[src/rtl/pacman_pkg.sv]
// pacman_pkg: shared types and constants for the Pac-Man game-status tracker.
//   game_state_e : round state (play, post-hit grace, won, lost)
//   TimerWidth   : width of the frame-based grace and fright down-counters
//   *Pts         : default score values for pellets, power pellets and ghosts
//   sat_add16    : 16-bit score add that clamps at 16'hFFFF
package pacman_pkg;

    typedef enum logic [1:0] {
        StPlay,
        StGrace,
        StWon,
        StLost
    } game_state_e;

    localparam int unsigned TimerWidth = 9;

    localparam int unsigned PelletPts = 10;
    localparam int unsigned PowerPts  = 50;
    localparam int unsigned GhostPts  = 200;

    // The increment can carry pellet plus ghost points in one cycle, so it is
    // wider than the score; the sum gets one more bit so it never wraps.
    function automatic logic [15:0] sat_add16(input logic [15:0] base, input logic [17:0] inc);
        logic [18:0] sum;
        sum = {3'b000, base} + {1'b0, inc};
        return (sum > 19'h0FFFF) ? 16'hFFFF : sum[15:0];
    endfunction

endpackage

[src/rtl/frame_timer.sv]
// frame_timer: loadable down-counter clocked by video-frame pulses.
//   Clk        : system clock
//   clr        : synchronous clear to zero (highest priority)
//   load       : load load_val this cycle; wins over a coincident frame_tick
//   load_val   : value to load
//   frame_tick : one-cycle pulse per frame; decrements a nonzero count
//   zero       : count is zero (decoded straight from the count register)
module frame_timer
    import pacman_pkg::*;
(
    input  logic                  Clk,
    input  logic                  clr,
    input  logic                  load,
    input  logic [TimerWidth-1:0] load_val,
    input  logic                  frame_tick,
    output logic                  zero
);

    logic [TimerWidth-1:0] cnt_q, cnt_d;

    always_comb begin
        cnt_d = cnt_q;
        if (clr) begin
            cnt_d = '0;
        end else if (load) begin
            cnt_d = load_val;
        end else if (frame_tick && (cnt_q != '0)) begin
            // Holds at zero rather than wrapping.
            cnt_d = cnt_q - 1'b1;
        end
    end

    always_ff @(posedge Clk) begin
        cnt_q <= cnt_d;
    end

    assign zero = (cnt_q == '0);

endmodule

[src/rtl/pacman_status.sv]
// pacman_status: game-status tracker between the sprite/collision logic and
// the top-level game FSM. Counts pellets, lives and score, runs the post-hit
// grace timer and (optionally) the power-pellet fright timer, and raises
// sticky over/win when the round ends.
//
// Build option: define PACMAN_POWER_PELLET_EN to enable power pellets (fright
// timer, ghost eating). Without it power_eaten is an ordinary pellet, fright
// is tied low and every ghost_hit outside grace costs a life.
//
// Ports:
//   Clk          : system clock
//   Reset        : synchronous, active-high reset
//   reseton      : restart pulse from the game FSM, same effect as Reset
//   frame_tick   : one pulse per video frame
//   pellet_eaten : normal pellet consumed (pulse)
//   power_eaten  : power pellet consumed (pulse)
//   ghost_hit    : Pac-Man/ghost collision (pulse)
//   over         : game lost, sticky until restart
//   win          : all pellets eaten, sticky until restart
//   lives        : remaining lives
//   score        : saturating binary score
//   pellets_left : remaining pellets
//   grace        : high while in post-hit grace
//   fright       : high while the fright timer is nonzero
module pacman_status
    import pacman_pkg::*;
#(
    parameter int unsigned NUM_PELLETS   = 150,
    parameter int unsigned LIVES         = 3,
    parameter int unsigned GRACE_FRAMES  = 120,
    parameter int unsigned FRIGHT_FRAMES = 360,
    parameter int unsigned PELLET_PTS    = PelletPts,
    parameter int unsigned POWER_PTS     = PowerPts,
    parameter int unsigned GHOST_PTS     = GhostPts
) (
    input  logic        Clk,
    input  logic        Reset,
    input  logic        reseton,
    input  logic        frame_tick,
    input  logic        pellet_eaten,
    input  logic        power_eaten,
    input  logic        ghost_hit,
    output logic        over,
    output logic        win,
    output logic [1:0]  lives,
    output logic [15:0] score,
    output logic [7:0]  pellets_left,
    output logic        grace,
    output logic        fright
);

    game_state_e state_q, state_d;
    logic [1:0]  lives_q, lives_d;
    logic [7:0]  pellets_q, pellets_d;
    logic [15:0] score_q, score_d;
    logic        over_q, win_q, grace_q;

    logic        restart;
    logic        active;
    logic        pellet_ev;
    logic        power_ev;
    logic        hit;
    logic        lethal;
    logic        frightened;
    logic        last_pellet;
    logic        terminal_d;
    logic        timer_clr;
    logic        grace_load;
    logic        grace_zero;
    logic [17:0] add;

    assign restart   = Reset | reseton;
    assign active    = (state_q == StPlay) || (state_q == StGrace);
    // Pellet and power pellet together still remove only one pellet.
    assign pellet_ev = active & (pellet_eaten | power_eaten);
    assign hit       = ghost_hit && (state_q == StPlay);
    assign lethal    = hit && !frightened;

`ifdef PACMAN_POWER_PELLET_EN
    logic fright_zero;

    assign power_ev   = pellet_ev & power_eaten;
    assign frightened = ~fright_zero;

    frame_timer u_fright_timer (
        .Clk        (Clk),
        .clr        (timer_clr),
        .load       (power_ev),
        .load_val   (TimerWidth'(FRIGHT_FRAMES)),
        .frame_tick (frame_tick),
        .zero       (fright_zero)
    );
`else
    assign power_ev   = 1'b0;
    assign frightened = 1'b0;
`endif

    always_comb begin
        state_d     = state_q;
        lives_d     = lives_q;
        pellets_d   = pellets_q;
        add         = '0;
        grace_load  = 1'b0;
        last_pellet = 1'b0;

        if (pellet_ev) begin
            pellets_d   = pellets_q - 8'd1;
            add         = power_ev ? 18'(POWER_PTS) : 18'(PELLET_PTS);
            last_pellet = (pellets_q == 8'd1);
        end

        if (hit && frightened) begin
            add = add + 18'(GHOST_PTS);
        end

        // Clearing the maze beats a simultaneous lethal hit; that hit then
        // costs nothing.
        if (last_pellet) begin
            state_d = StWon;
        end else if (lethal) begin
            lives_d = lives_q - 2'd1;
            if (lives_q == 2'd1) begin
                state_d = StLost;
            end else begin
                state_d    = StGrace;
                grace_load = 1'b1;
            end
        end else if ((state_q == StGrace) && grace_zero) begin
            state_d = StPlay;
        end

        score_d = sat_add16(score_q, add);

        if (restart) begin
            state_d    = StPlay;
            lives_d    = 2'(LIVES);
            pellets_d  = 8'(NUM_PELLETS);
            score_d    = '0;
            grace_load = 1'b0;
        end
    end

    assign terminal_d = (state_d == StWon) || (state_d == StLost);
    // Timers are flushed on restart and on entering a finished round.
    assign timer_clr  = restart | terminal_d;

    frame_timer u_grace_timer (
        .Clk        (Clk),
        .clr        (timer_clr),
        .load       (grace_load),
        .load_val   (TimerWidth'(GRACE_FRAMES)),
        .frame_tick (frame_tick),
        .zero       (grace_zero)
    );

    always_ff @(posedge Clk) begin
        state_q   <= state_d;
        lives_q   <= lives_d;
        pellets_q <= pellets_d;
        score_q   <= score_d;
        over_q    <= (state_d == StLost);
        win_q     <= (state_d == StWon);
        grace_q   <= (state_d == StGrace);
    end

    assign over         = over_q;
    assign win          = win_q;
    assign lives        = lives_q;
    assign score        = score_q;
    assign pellets_left = pellets_q;
    assign grace        = grace_q;
    assign fright       = frightened;

endmodule

[config.mk]
export PLATFORM = sky130hd
export DESIGN_NAME = pacman_status
export DESIGN_NICKNAME = d
export VERILOG_FILES = /design/src/rtl/pacman_pkg.sv /design/src/rtl/frame_timer.sv /design/src/rtl/pacman_status.sv
export SDC_FILE = /design/constraint.sdc
export NUM_CORES = 1
export LEC_CHECK = 0
export BUFFER_PORTS_ARGS = -buffer_cell sky130_fd_sc_hd__buf_4
export CAP_MARGIN = 20
export CORE_MARGIN = 2
export CORE_UTILIZATION = 37
export CTS_BUF_LIST = sky130_fd_sc_hd__clkbuf_4 sky130_fd_sc_hd__clkbuf_8
export DETAILED_ROUTE_END_ITERATION = 8
export PLACE_DENSITY = 0.55
export SLEW_MARGIN = 20
export SYNTH_ARGS = -nofsm -noshare
export SYNTH_HDL_FRONTEND = slang
export SYNTH_HIERARCHICAL = 1
export SYNTH_SLANG_ARGS = --single-unit
export TNS_END_PERCENT = 30
[constraint.sdc]
create_clock -name Clk -period 2.48 [get_ports Clk]
set_clock_uncertainty 0.15 [all_clocks]
set_input_delay 0.496 -clock Clk [delete_from_list [all_inputs] [get_ports Clk]]
set_output_delay 0.496 -clock Clk [all_outputs]
set_load 0.01 [all_outputs]
==> results_dict.tcl <==
set metrics [dict create \
    reg2reg_slack_ns 0.26 \
    hold_path_depth 2 \
    std_cell_rows 27 \
    critical_path_arrival_ns 2.28 \
    regToRegStartpoint "pellets_left[3]" \
    clockRootBuffer "clkbuf_8" \
    worst_case_clock_buffer_depth 2 \
    final.min_clock_period_ns 2.22 \
    drt_first_iter_violations 68 \
    hp-start "score[0]" \
    leakage_power_nw 1.05 \
    final.hold.worst_slack_ns 0.301 \
    cts-htree-levels 2 \
    worstHoldEndpoint "score[0]" \
    post-cts-setup-buffer-count 0 \
    total_wire_length_um 4350 \
    clk_pin_slew_ns 0.07 \
    clk-insertion-delay-late_ns 0.29 \
    final-setup-viol-count 0 \
    worst_slew_margin_rel_pct 64.3 \
    final_core_utilization_pct 47.3 \
    syn_area_mm2 0.00205 \
    gp_congestion 0.773 \
    timing_max_transition_violations_final 0 \
    synthArstFlopShare_pct 0 \
    firstDrtPassIters 4 \
    worst_path_largest_cell_delay_ns 0.58 \
    grt_max_degree 24 \
    gr-usage-all-layers_pct 15.0 \
    io_pins 37 \
    rsz0062_at_grt "false" \
    detailroute.via_count 1783 \
    dieArea_mm2 0.00615 \
    ys_seq_elements 40 \
    synth_top_flop_cell "dfxtp_1" \
    die_h_um 78.4 \
    tritoncts.num_buffers 5 \
    maxCapViolations 0 \
    run_status "complete, no violations" \
    worstPathRequired_ns 2.54 \
    synthesis.yosys.warnings 6 \
    fmax_mhz 449 \
    number_of_failing_hold_endpoints_at_the_final_stage 0 \
    min_path_type "flop to flop" \
    synth_edf_count 0 \
    netlist.top_cell.by_area "dfxtp_1" \
    cts_repair_resize_count 0 \
    final.setup.tns_ns 0 \
    synth_top_cells_by_area "dfxtp_1 39%, ha_1 4.3%, a21oi_1 3.9%" \
    power.ir.vdd_worst_v 0.000212 \
    placedCellCount 347 \
    grt_remaining_overflow 0 \
    reg2reg_to "u_grace_timer/cnt_q[0]" \
    synth_sequential_area_ratio_pct 39.1 \
    antennaDiodeCount 0 \
    post_synth_num_cell_types 55 \
    synth.top_cells.by_count "40 x dfxtp_1, 16 x a21oi_1, 16 x inv_1" \
    cp_cell_sequence "or4_4 > nor4_4 > nor4_2 > buf_4 > or3_1 > o211ai_1" \
    route.detailed.vias_per_inst 5.04 \
    antenna_found_initial 0 \
    worst_setup_path_start_kind "flop" \
    first_pass_grt_wire_length_um 7400 \
    synthMostInstantiatedCell "dfxtp_1" \
    layout_worst_path_cycle_share_pct 89.7 \
    worst_setup_path_end_kind "flop" \
    first_global_vias 1604 \
    dieWidth_um 78.4 \
    post-route-drc-count 0 \
    criticalPathCategory "flop to flop" \
    pwr_density_cell_mw_per_mm2 507 \
    avgRoutedWirePerCell_um 12.3 \
    fp.coreArea_mm2 0.00544 \
    final_antenna_net_count 0 \
    path_max_fanout 16 \
    yosys_top_cell_area_share_pct 39.1 \
    worstMarginPinSlew_ns 0.534 \
    avgSynthCellArea_um2 8.91 \
    cts_hold_repair.buffers 0 \
    clock_sink_count 40 \
    design.final.nets 296 \
    postSynthCellCount 230 \
    cts_tree "built" \
    non_filler_instances 354 \
    worst_path_max_delay_cell "or4_4" \
    place_hpwl_um 3180 \
    start_util_pct 37.7 \
    final_layout_size_suffix_gt1_share_pct 24.8 \
    port-buffer-count 35 \
    rr_worst_depth 6 \
    syn_to_final_growth_pct 25.5 \
]
==> cells by family after synthesis <==
family | share of synthesized area (%)
and+or+nand+nor | 26.0
AOI/OAI and AO/OA | 17.5
DFF | 39.1
buffers and inverters | 5.38
xor gates and xnor gates | 6.41
adders and majority gates | 4.28
other | 0.367
muxes | 0.977
==> where the power goes <==
| part | internal [mW] | switching [mW] |
|---|---|---|
| clock network | 0.202 | 0.215 |
| logic | 0.0963 | 0.110 |
| registers | 0.660 | 0.0191 |
==> placed cells by master (no fill, tap or decap), types with 8 or more instances in the layout <==
master / instances
buf_4: 46
nand2_1: 13
conb_1: 10
nor2_1: 15
dfxtp_1: 40
xor2_1: 8
a21oi_1: 16
inv_1: 16
==> critical path, delay by kind of cell, from the launching register on <==
kind | cells | cell delay (ns)
AOI/OAI and AO/OA | 1 | 0.15
buffers and inverters | 1 | 0.19
and+or+nand+nor | 4 | 1.28
DFF | 1 | 0.37
==> area by class of cell <==
cell class              instances  area [µm²]
clock buffers                   6        76.3
repair buffers                 47         365
multi-input cells             172        1170
well taps                      72        90.1
inverters                      16        60.1
clock inverters                 1        5.00
fillers                       523        2870
flip-flops and latches         40         801
==> layer usage <==
metal / GRT usage [%] / routed length, µm
met5: 0 / 0
met4: 4.74 / 55
met3: 3.68 / 159
met2: 23.7 / 2020
met1: 20.2 / 2110
==> sequential cells by signal, indices dropped and copies added (netlist names) <==
register,flops
pellets_left,8
win,1
state_q,2
grace,1
u_grace_timer/cnt_q,9
over,1
lives,2
score,16
==> worst max path at each step <==
| stage | startpoint | end | slack, ns | cells past startpoint |
|---|---|---|---|---|
| 2_1_floorplan | power_eaten | score[13] | 0.17 | 8 |
| 3_3_place_gp | reseton | u_grace_timer/cnt_q[7] | 0.28 | 7 |
| 3_5_place_dp | reseton | u_grace_timer/cnt_q[7] | 0.21 | 7 |
| 4_1_cts | pellets_left[3] | u_grace_timer/cnt_q[0] | 0.24 | 6 |
| 5_1_grt | pellets_left[3] | u_grace_timer/cnt_q[7] | 0.006 | 5 |
| 6_report | pellets_left[3] | u_grace_timer/cnt_q[0] | 0.26 | 6 |
==> stage by stage <==
step / setup slack [ns] / power, mW / cell area [µm²]
after CTS: 0.237 / 1.33 / 2570
after global placement: 0.278 / 0.902 / 2490
after floorplan: 0.167 / 0.838 / 2080
final: 0.255 / 1.30 / 2570
after detailed placement: 0.209 / 0.901 / 2490
after global routing: 0.00633 / 1.37 / 2570
No activity file was read; power rests on OpenSTA's default activity.
